==> config.mk <==
export PLATFORM = sky130hd
export DESIGN_NAME = mem_arbiter
export DESIGN_NICKNAME = d
export VERILOG_FILES = /design/src/rtl/mem_arbiter.sv
export SDC_FILE = /design/constraint.sdc
export NUM_CORES = 1
export LEC_CHECK = 0
export CAP_MARGIN = 20
export CORE_MARGIN = 5
export CORE_UTILIZATION = 35
export DETAILED_ROUTE_END_ITERATION = 12
export GPL_ROUTABILITY_DRIVEN = 0
export PLACE_DENSITY = 0.92
export RECOVER_POWER = 100
export SETUP_SLACK_MARGIN = 0.05
export SLEW_MARGIN = 0
export SYNTH_ARGS = -nofsm -noshare
export SYNTH_HDL_FRONTEND = slang
export SYNTH_SLANG_ARGS = --single-unit
==> constraint.sdc <==
create_clock -name clk -period 1.8 [get_ports clk]
set_input_delay 0.18 -clock clk [delete_from_list [all_inputs] [get_ports clk]]
set_output_delay 0.18 -clock clk [all_outputs]
set_load 0.03 [all_outputs]
==> src/rtl/mem_arbiter.sv <==
// -----------------------------------------------------------------------------
// mem_arbiter
//
// Arbitrates a single-port memory between the instruction-fetch port and the
// MEM-stage data port of a pipelined core. A single transaction is in flight at
// a time. Data requests win over fetch requests because the MEM-stage
// instruction is older. A BUSY phase that receives no mem_ack within
// TIMEOUT_CYC cycles is aborted: the owner still receives its ready pulse (with
// zero read data) so the pipeline never deadlocks, and the sticky err flag is
// raised.
//
// Parameters
//   TIMEOUT_CYC  BUSY cycles without mem_ack before abort (1..255)
//
// Ports
//   clk        clock, all state updates on the rising edge
//   reset      asynchronous active-low reset
//   if_req     fetch request, held with if_addr stable until if_ready
//   if_addr    fetch byte address
//   if_ready   one-cycle pulse: fetch complete, if_rdata valid
//   if_rdata   fetch data (zero when if_ready is low)
//   d_req      data request, held with operands stable until d_ready
//   d_we       1 = store, 0 = load
//   d_addr     data byte address
//   d_wdata    store data
//   d_ready    one-cycle pulse: data access complete
//   d_rdata    load data (zero when d_ready is low)
//   mem_req    request to the shared memory
//   mem_we     memory write enable
//   mem_addr   memory address (holds the last latched value while idle)
//   mem_wdata  memory write data (holds the last latched value while idle)
//   mem_rdata  memory read data, valid with mem_ack
//   mem_ack    one-cycle completion pulse from memory
//   stall      pipeline stall: a request is pending and not yet completing
//   err_clr    synchronous clear of err
//   err        sticky timeout flag
// -----------------------------------------------------------------------------
module mem_arbiter #(
    parameter int unsigned TIMEOUT_CYC = 15
) (
    input  logic        clk,
    input  logic        reset,
    input  logic        if_req,
    input  logic [31:0] if_addr,
    output logic        if_ready,
    output logic [31:0] if_rdata,
    input  logic        d_req,
    input  logic        d_we,
    input  logic [31:0] d_addr,
    input  logic [31:0] d_wdata,
    output logic        d_ready,
    output logic [31:0] d_rdata,
    output logic        mem_req,
    output logic        mem_we,
    output logic [31:0] mem_addr,
    output logic [31:0] mem_wdata,
    input  logic [31:0] mem_rdata,
    input  logic        mem_ack,
    output logic        stall,
    input  logic        err_clr,
    output logic        err
);

    localparam logic [7:0] TIMEOUT_VAL = 8'(TIMEOUT_CYC);

    typedef enum logic [1:0] {
        IDLE    = 2'd0,
        IF_BUSY = 2'd1,
        D_BUSY  = 2'd2
    } state_t;

    state_t      state_reg, state_next;
    logic [7:0]  count_reg, count_next;
    logic        err_reg, err_next;
    logic        we_reg, we_next;
    logic [31:0] addr_reg, addr_next;
    logic [31:0] wdata_reg, wdata_next;

    // -------------------------------------------------------------------------
    // State register
    // -------------------------------------------------------------------------
    always_ff @(posedge clk or negedge reset) begin
        if (!reset) begin
            state_reg <= IDLE;
            count_reg <= 8'd0;
            err_reg   <= 1'b0;
            we_reg    <= 1'b0;
            addr_reg  <= 32'd0;
            wdata_reg <= 32'd0;
        end else begin
            state_reg <= state_next;
            count_reg <= count_next;
            err_reg   <= err_next;
            we_reg    <= we_next;
            addr_reg  <= addr_next;
            wdata_reg <= wdata_next;
        end
    end

    // -------------------------------------------------------------------------
    // Next-state and outputs
    // -------------------------------------------------------------------------
    always_comb begin
        state_next = state_reg;
        count_next = count_reg;
        err_next   = err_reg;
        we_next    = we_reg;
        addr_next  = addr_reg;
        wdata_next = wdata_reg;

        mem_req    = 1'b0;
        mem_we     = 1'b0;
        if_ready   = 1'b0;
        if_rdata   = 32'd0;
        d_ready    = 1'b0;
        d_rdata    = 32'd0;

        // A timeout later in this block overrides the clear, so a
        // simultaneous clear and timeout leaves err set.
        if (err_clr) begin
            err_next = 1'b0;
        end

        case (state_reg)
            IDLE: begin
                // Counter is zeroed here so every BUSY phase starts from 0.
                count_next = 8'd0;
                if (d_req) begin
                    we_next    = d_we;
                    addr_next  = d_addr;
                    wdata_next = d_wdata;
                    state_next = D_BUSY;
                end else if (if_req) begin
                    // Fetches never write; wdata keeps its last value.
                    we_next    = 1'b0;
                    addr_next  = if_addr;
                    state_next = IF_BUSY;
                end
            end

            IF_BUSY, D_BUSY: begin
                mem_req = 1'b1;
                mem_we  = we_reg;
                if (mem_ack) begin
                    // Completion takes priority over a timeout in the same cycle.
                    if (state_reg == D_BUSY) begin
                        d_ready = 1'b1;
                        d_rdata = mem_rdata;
                    end else begin
                        if_ready = 1'b1;
                        if_rdata = mem_rdata;
                    end
                    state_next = IDLE;
                end else if (count_reg >= TIMEOUT_VAL) begin
                    // Counter has reached the limit: release the requester
                    // with zero data instead of waiting forever.
                    if (state_reg == D_BUSY) begin
                        d_ready = 1'b1;
                    end else begin
                        if_ready = 1'b1;
                    end
                    err_next   = 1'b1;
                    state_next = IDLE;
                end else begin
                    count_next = count_reg + 8'd1;
                end
            end

            default: begin
                state_next = IDLE;
            end
        endcase
    end

    assign mem_addr  = addr_reg;
    assign mem_wdata = wdata_reg;
    assign err       = err_reg;
    assign stall     = (if_req & ~if_ready) | (d_req & ~d_ready);

endmodule

### Word level (Yosys, flattened, before mapping)

Cells that the tools add are included.

| word-level totals | value |
|---|---|
| register bits after elaboration | 76 |
| output and inout bits | 134 |

| operators by class | value |
|---|---|
| $add $sub $neg | 1 |
| $lt $le $gt $ge | 1 |
| equality and inequality tests | 6 |
| multiplexer cells | 32 |
| bitwise gates (word level) | 5 |
| reduce and logical (&&, ||, !) cells | 8 |

Operator list:

| operator | number |
|---|---|
| $mux 32 | 8 |
| $mux 1 | 16 |
| $mux 8 | 2 |
| $pmux 8 s2 | 1 |
| $add 8x1->8 const B | 1 |
| $ge 8x4->1 const B | 1 |
| $mux 2 | 4 |
| $ne 3x3->1 const B | 2 |
| $reduce_and 2->1 | 3 |
| $ne 2x2->1 const B | 2 |
| $pmux 2 s2 | 1 |
| $reduce_bool 2->1 | 2 |
| $reduce_and 3->1 | 1 |
| $and 1x1->1 | 2 |
| $eq 2x1->1 const B | 1 |
| $eq 2x2->1 const B | 1 |
| $logic_not 2->1 | 1 |
| $not 1->1 | 2 |
| $reduce_or 2->1 | 1 |
| $or 1x1->1 | 1 |

### Logic depth before layout (Yosys ltp)

Gate-level depths: netlist of the first run.

| logic depth | value |
|---|---|
| depth after elaboration | 8 |
| gate-level depth with buffers | 7 |
| mapped depth without buffers | 6 |

### Worst setup path before layout of the first run

Ideal clock, no wire load.

| timing path | value |
|---|---|
| kind | register to output |
| start point | register state_reg[1] |
| end point | output d_rdata[10] |
| arrival | 1868 ps |
| required time | 1620 ps |
| setup slack | -248 ps |
| cell stages (with the launch flop) | 7 |
| path buffers | 2 |
| cells stage by stage | dfrtp_1 -> inv_1 -> ha_1 -> buf_2 -> buf_1 -> nand2_1 -> nor2_1 |

| on the way | value |
|---|---|
| cells in the longest elaborated chain, start to end | 4 |

RTL lines:

| item | line | text |
|---|---|---|
| from (decl) | 72 | `state_t state_reg, state_next;` |
| from (signal assigned) | 91 | `state_reg <= state_next;` |
| $eq 2x2->1 | 124, 146 |  |
| $mux 32 | 146 | `if (state_reg == D_BUSY) begin` |
| $mux 32 | 144 | `if (mem_ack) begin` |
| $mux 32 * | 124 | `case (state_reg)` |
| to (decl) | 52 | `output logic [31:0] d_rdata,` |

Mark *: on every way between the ends. The rest lies on a longest branch, timed or not.

### Worst setup path after layout of the first run

| timing path | value |
|---|---|
| start point | register count_reg[4] |
| end point | output stall |

| on the way | value |
|---|---|
| cells in the longest elaborated chain, start to end | 7 |

RTL lines:

| item | line | text |
|---|---|---|
| from (decl) | 73 | `logic [7:0] count_reg, count_next;` |
| from (signal assigned) | 92 | `count_reg <= count_next;` |
| $ge 8x4->1 * | 154 | `end else if (count_reg >= TIMEOUT_VAL) begin` |
| $mux 1 | 154 |  |
| $mux 1 | 144 |  |
| $mux 1 | 124 |  |
| $not 1->1 | 178 | `assign stall = (if_req & ~if_ready) \| (d_req & ~d_ready);` |
| $and 1x1->1 | 178 |  |
| $or 1x1->1 * | 178 |  |
| to (decl) | 59 | `output logic stall,` |

Marks and branches as above.

==> metrics, run 1 <==
status finished with violations; failing checks negative setup slack; slowest stage delay, CP 410 ps; final setup violation count 73; DR WL/cell 21.72 microns; worst slew pin tran between 800 and 900 ps; Hold Path Class input pin to flip-flop; hold_sp d_req; FMAX a little under 500 MHz; CP startpoint kind flip-flop; EDFF count, synth 0; CP arrival approximately 1900 ps; Area Overhead vs Synth 127.2%; die area 0.01261 sq mm; Inserted Clock Buffers 9; Fillers 562; gr usage total 25.47%; Crit. End Element primary output; Pre-antenna DRT Iters 4; Yosys warnings 0; post-synthesis cell type count 28; Area contributors post-synth dfrtp_1 52%, mux2_2 9.8%, mux2i_1 9.3%, nand2_1 7.0%, nor2_1 6.8%; RR Endpoint count_reg[3]$_DFFE_PN0P_; first-pass GRT wire length 25.23 mm; WHS around 270 ps; reg2reg start state_reg[0]$_DFFE_PN0P_; Max Cap Violations 0; largest net degree at the start of global routing 66; initial detailed-routing violation count 204; final hold vios 0; DPL Wire Length roughly 10 mm; register bit total from synthesis 76; power per cell area 1762 mW/mm^2; RSZ-0062 raised after global routing true; delay-heaviest family, CP simple AND/OR/NAND/NOR gates; CTS tree done; synth cell count leaders 76 x dfrtp_1, 68 x nand2_1, 66 x nor2_1, 39 x o21ai_0, 34 x mux2i_1; global route overflow 0; # port buffers 268; Pins Over Slew Limit 0; Synth area leader dfrtp_1; Critical Path Start count_reg[4]$_DFFE_PN0P_; share of the synthesized area in the top cell type 51.91%; clock root cell clkbuf_8; CP Cell Sequence nor4_4, nand2_2, or2_4, a31oi_2, buf_6; crit path kind flip-flop to primary output; count leader, synth dfrtp_1; Synth Flop Type dfrtp_1; Worst EP required 1620 ps; Slew headroom 45.82%; area of the multi-input gates 0.002651 sq mm; setup tns final -11880 ps; clk slew on worst S/H paths 80 ps; post-layout util 80.97%; Hold Path Sink we_reg$_DFFE_PN0P_; I/O pins 269; # DRC 0; Synth Instances 373; CTS HTree Levels 3; Die Ht 112.3 microns; via/cell ratio between 5 and 6; ys async rst share 100.0%; core area 0.01028 sq mm; initial antenna violation count 1; final setup skew 9.901 ps; Sink Count 76; row count 37; WP buf/inv 1; final worst path period share 112.9%; worst skew pair latency 340 ps; post-synthesis sequential area ratio 51.91%; crit-path max FO 2; VDD IR max 1043 uV; clk buf depth 2; crit path max-delay cell type dfrtp_1; post-route minimum period 2032 ps; crit path setup slack, layout -232.0 ps; Post-Route WL 17.48 mm; number of routed nets with antenna violations 0; layout cell share with drive strength beyond 1 40.27%; number of cells on the worst reg-to-reg path 7; Nets 801; P_leak roughly 0.0034 uW; depth of the worst hold-timing path 2; worst reg2reg setup slack -200 ps; Synth Cell Area 0.003664 sq mm; starting density of the core between 30% and 40%; routed via count 4106; Avg Inst Size Synth roughly 9.8 sq um; die width 112.3 microns; register area 0.001902 sq mm; vias in the first global route 4478; post-synth net total 511
-- worst max path at each step --
stage | cells after the start | slack (ps) | end
global placement | 6 | 140 | if_rdata[4]
floorplan | 5 | -50 | d_rdata[1]
global route | 5 | -290 | stall
finish | 5 | -230 | stall
CTS | 6 | -120 | if_rdata[17]
detailed placement | 6 | 90 | count_reg[3]$_DFFE_PN0P_
-- cells in the final DEF (no fill, tap or decap), types with 10 or more instances in the layout --
| master | Yosys | layout |
|---|---|---|
| buf_12 | 0 | 10 |
| nand2_8 | 0 | 26 |
| dfrtp_1 | 76 | 76 |
| clkdlybuf4s50_1 | 0 | 197 |
| o21ai_0 | 39 | 37 |
| mux2_2 | 32 | 32 |
| buf_4 | 3 | 16 |
| nor2_4 | 0 | 64 |
| nand2_1 | 68 | 35 |
| buf_6 | 0 | 67 |
| mux2i_1 | 34 | 34 |
-- repair_timing --
item	in CTS	in global routing
gates resized for setup	178	26
setup buffers	13	2
setup endpoints to repair	68	75
pin swaps	44	31
endpoints found under the hold margin	32	0
cloned	8	0
hold buffers	1	0
-- stage by stage --
step                total power, uW  worst slack, ps  instance area [sq um]  cells
floorplan                      7240           -54.57                   4110    373
global placement              10050            142.1                   6845    764
global route                  15230           -290.9                   8322    805
CTS                           14140           -123.8                   8177    802
finish                        14660           -232.0                   8322    805
detailed placement            10270            89.88                   6845    764
-- cells by family (layout without fill, tap and decap cells) --
kind of cell,count (synthesis),count (layout),synth area share (%)
fa+ha+maj,3,3,1.025
buf+inv,29,324,3.620
mux,66,66,19.13
other cells,0,1,0
simple gates,154,154,17.52
compound gates,45,45,6.797
flops,76,76,51.91
-- layer usage --
metal,vias to the layer above,global-route usage [%],wire (microns)
li1,1840,-,-
met1,1974,25.48,5821
met2,240,48.75,9369
met3,52,7.170,1486
met4,0,10.90,807
met5,-,0,0
-- area by class of cell --
| class | count | area share, % |
|---|---|---|
| well taps | 136 | 2.045 |
| clock buffers | 9 | 1.489 |
| diodes | 1 | 0.03007 |
| flip-flops and latches | 76 | 22.85 |
| multi-input cells | 268 | 31.86 |
| inverters | 5 | 0.2255 |
| repair buffers | 303 | 40.01 |
| clock inverters | 7 | 1.489 |
-- report_power, final --
group | switching [uW] | leakage (uW) | internal, uW
Combinational | 5790 | 0.00232 | 4360
Sequential | 438 | 0.000929 | 2480
Clock | 666 | 0.000120 | 931
Total | 6900 | 0.00337 | 7770
(Power assumes the default switching activity.)
==> run 2, diff against run 1 <==
Settings changed: ABC_CLOCK_PERIOD_IN_PS set to 1800, CORE_AREA set to 5 5 102 104, CORE_MARGIN 5 to not set, CORE_UTILIZATION 35 to not set, DIE_AREA set to 0 0 107 109, DONT_BUFFER_PORTS set to 1, PLACE_DENSITY 0.92 to 0.64.
==> run 2 against run 1 <==
Effect of this change: the flow finishes with violations (negative hold slack, negative setup slack); wire length down 23%; via count fell by 23%; critical path depth rose by 2; combinational power decreased by 35%; worst hold slack got worse by 750 ps; count of clock-buffer cells in the layout stayed put; sequential share of layout area grew 8.4 points; non-clock buffer count is 213 lower; design area fell by 27%; worst setup slack improved by 74 ps; register-to-register slack gained 260 ps; critical endpoint is now if_rdata[20]; largest cell class is now multi-input combinational cells; largest power group unchanged.
==> metrics, run 2 (synthesis gave the netlist of run 1 again) <==
clk slew on worst S/H paths 80 ps (about the same); failing checks negative hold slack, negative setup slack (was negative setup slack); CP arrival 1780 ps (was 1850 ps); final setup violation count 68 (was 73); crit path setup slack, layout -158.0 ps (was -232.0 ps); DR WL/cell 23.63 microns (was 21.72 microns); CTS HTree Levels 3 (unchanged); Post-Route WL 13.45 mm (was 17.48 mm); Max Cap Violations 0 (unchanged); post-layout util 64.40% (was 80.97%); initial detailed-routing violation count 104 (was 204); # DRC 0 (unchanged); Inserted Clock Buffers 9 (unchanged); Sink Count 76 (unchanged); diode count 0 (was 1); Area Overhead vs Synth 66.29% (was 127.2%); FMAX 510.7 MHz (was 492.1 MHz); Tot Pwr 12470 uW (was 14660 uW); die width 107 microns (was 112.3 microns); Finished Layout Cells 569 (was 805); Slew headroom 76.04% (was 45.82%); clk buf depth 2 (unchanged); RSZ-0062 raised after global routing true (unchanged); DPL Wire Length 8.346 mm (was 10.42 mm); crit path kind flip-flop to primary output (unchanged); reg2reg start state_reg[1]$_DFFE_PN0P_ (was state_reg[0]$_DFFE_PN0P_); worst slew pin tran 359.4 ps (was 812.7 ps); crit-path max FO 5 (was 2); I/O pins 269 (unchanged); setup tns final -5119 ps (was -11880 ps); global route overflow 0 (unchanged); Pins Over Slew Limit 0 (unchanged); WHS -475.6 ps (was 272.7 ps); CTS tree done (unchanged); core area 0.009459 sq mm (was 0.01028 sq mm); Critical Path Start state_reg[1]$_DFFE_PN0P_ (was count_reg[4]$_DFFE_PN0P_); number of routed nets with antenna violations 0 (unchanged); routed via count 3154 (was 4106); worst skew pair latency 340 ps (about the same); starting density of the core 38.73% (was 35.65%); dpl cells 489 (was 764); post-route minimum period 1958 ps (was 2032 ps); layout cell share with drive strength beyond 1 48.13% (was 40.27%); initial antenna violation count 0 (was 1); VDD IR max 1133 uV (was 1043 uV); clock root cell clkbuf_8 (unchanged); Crit. End Element primary output (unchanged); # port buffers 0 (was 268); Nets 588 (was 801); die area 0.01166 sq mm (was 0.01261 sq mm); gr usage total 21.51% (was 25.47%); power per cell area 2048 mW/mm^2 (was 1762 mW/mm^2); final hold vios 76 (was 0); Pre-antenna DRT Iters 4 (unchanged); CP startpoint kind flip-flop (unchanged); most common cell after layout, fill and taps aside dfrtp_1 (was clkdlybuf4s50_1); final setup skew 3.979 ps (was 9.901 ps); final worst path period share 108.8% (was 112.9%); row count 36 (was 37); status finished with violations (unchanged); largest net degree at the start of global routing 77 (was 66); hold buffers post-CTS 36 (was 1); Worst EP required 1620 ps (about the same); P_leak 0.002454 uW (was 0.003374 uW); via/cell ratio 5.543 (was 5.101); first-pass GRT wire length 19.11 mm (was 25.23 mm); Die Ht 109 microns (was 112.3 microns); Hold Path Class input pin to async pin (was input pin to flip-flop); vias in the first global route 3343 (was 4478); most frequent cells in the layout 76 x dfrtp_1, 64 x nor2_4, 37 x o21ai_0, 36 x dlygate4sd3_1, 35 x nand2_1 (was 197 x clkdlybuf4s50_1, 76 x dfrtp_1, 67 x buf_6, 64 x nor2_4, 37 x o21ai_0)
-- run 2: final timing paths --
path,end,slack (ps),depth (start not counted)
max,if_rdata[20],-160,7
max reg2reg,count_reg[3]$_DFFE_PN0P_,60,7
min in group clk,mem_addr[9]$_DFFE_PN0P_,40,2
min reg2reg,count_reg[0]$_DFFE_PN0P_,520,1
min,mem_addr[31]$_DFFE_PN0P_,-480,0
max in group asynchronous,mem_wdata[30]$_DFFE_PN0P_,2170,0
-- run 2: area by class of cell --
| cell class | count | area (sq um) |
|---|---|---|
| Fill cell | 676 | 3367 |
| Clock buffer | 9 | 123.9 |
| Timing Repair Buffer | 90 | 1189 |
| Clock inverter | 7 | 76.32 |
| Inverter | 5 | 18.77 |
| Multi-Input combinational cell | 268 | 2640 |
| Sequential cell | 76 | 1902 |
| Tap cell | 114 | 142.6 |
-- run 2: what timing repair did --
action,4_1_cts,5_1_grt
cloned,9,1
setup buffers,13,6
resized for setup,110,47
hold endpoints to repair,112,76
endpoints found under the setup margin,68,74
pin swaps,55,44
-- run 2: where the power goes --
part	total, uW	internal [uW]	leakage (uW)	switching, uW
Sequential	4530	2460	0.000929	2070
Clock	1300	647	0.0000958	652
Combinational	6640	3040	0.00143	3600
-- run 2: critical path, cell delays in order, from the launching register on --
cell and delay, ps:
dfrtp_1 380, inv_2 60, ha_4 340, buf_12 140, buf_16 150, buf_12 120, nand2_8 50, nor2_4 190
-- run 2: per-stage QoR --
step / area, sq um / setup WS (ps)
2_1_floorplan: 4110 / -54.57
3_3_place_gp: 4390 / 122.6
3_5_place_dp: 4390 / 93.31
4_1_cts: 5798 / -173.1
5_1_grt: 6092 / -254.3
6_report: 6092 / -158.0
-- run 2: per-layer routing --
layer / track usage (%) / vias to the layer above / routed length (microns)
met3: 8.703 / 29 / 1387
li1: - / 1407 / -
met1: 22.11 / 1526 / 4581
met2: 37.95 / 192 / 6922
met5: 0 / - / 0
met4: 10.87 / 0 / 554
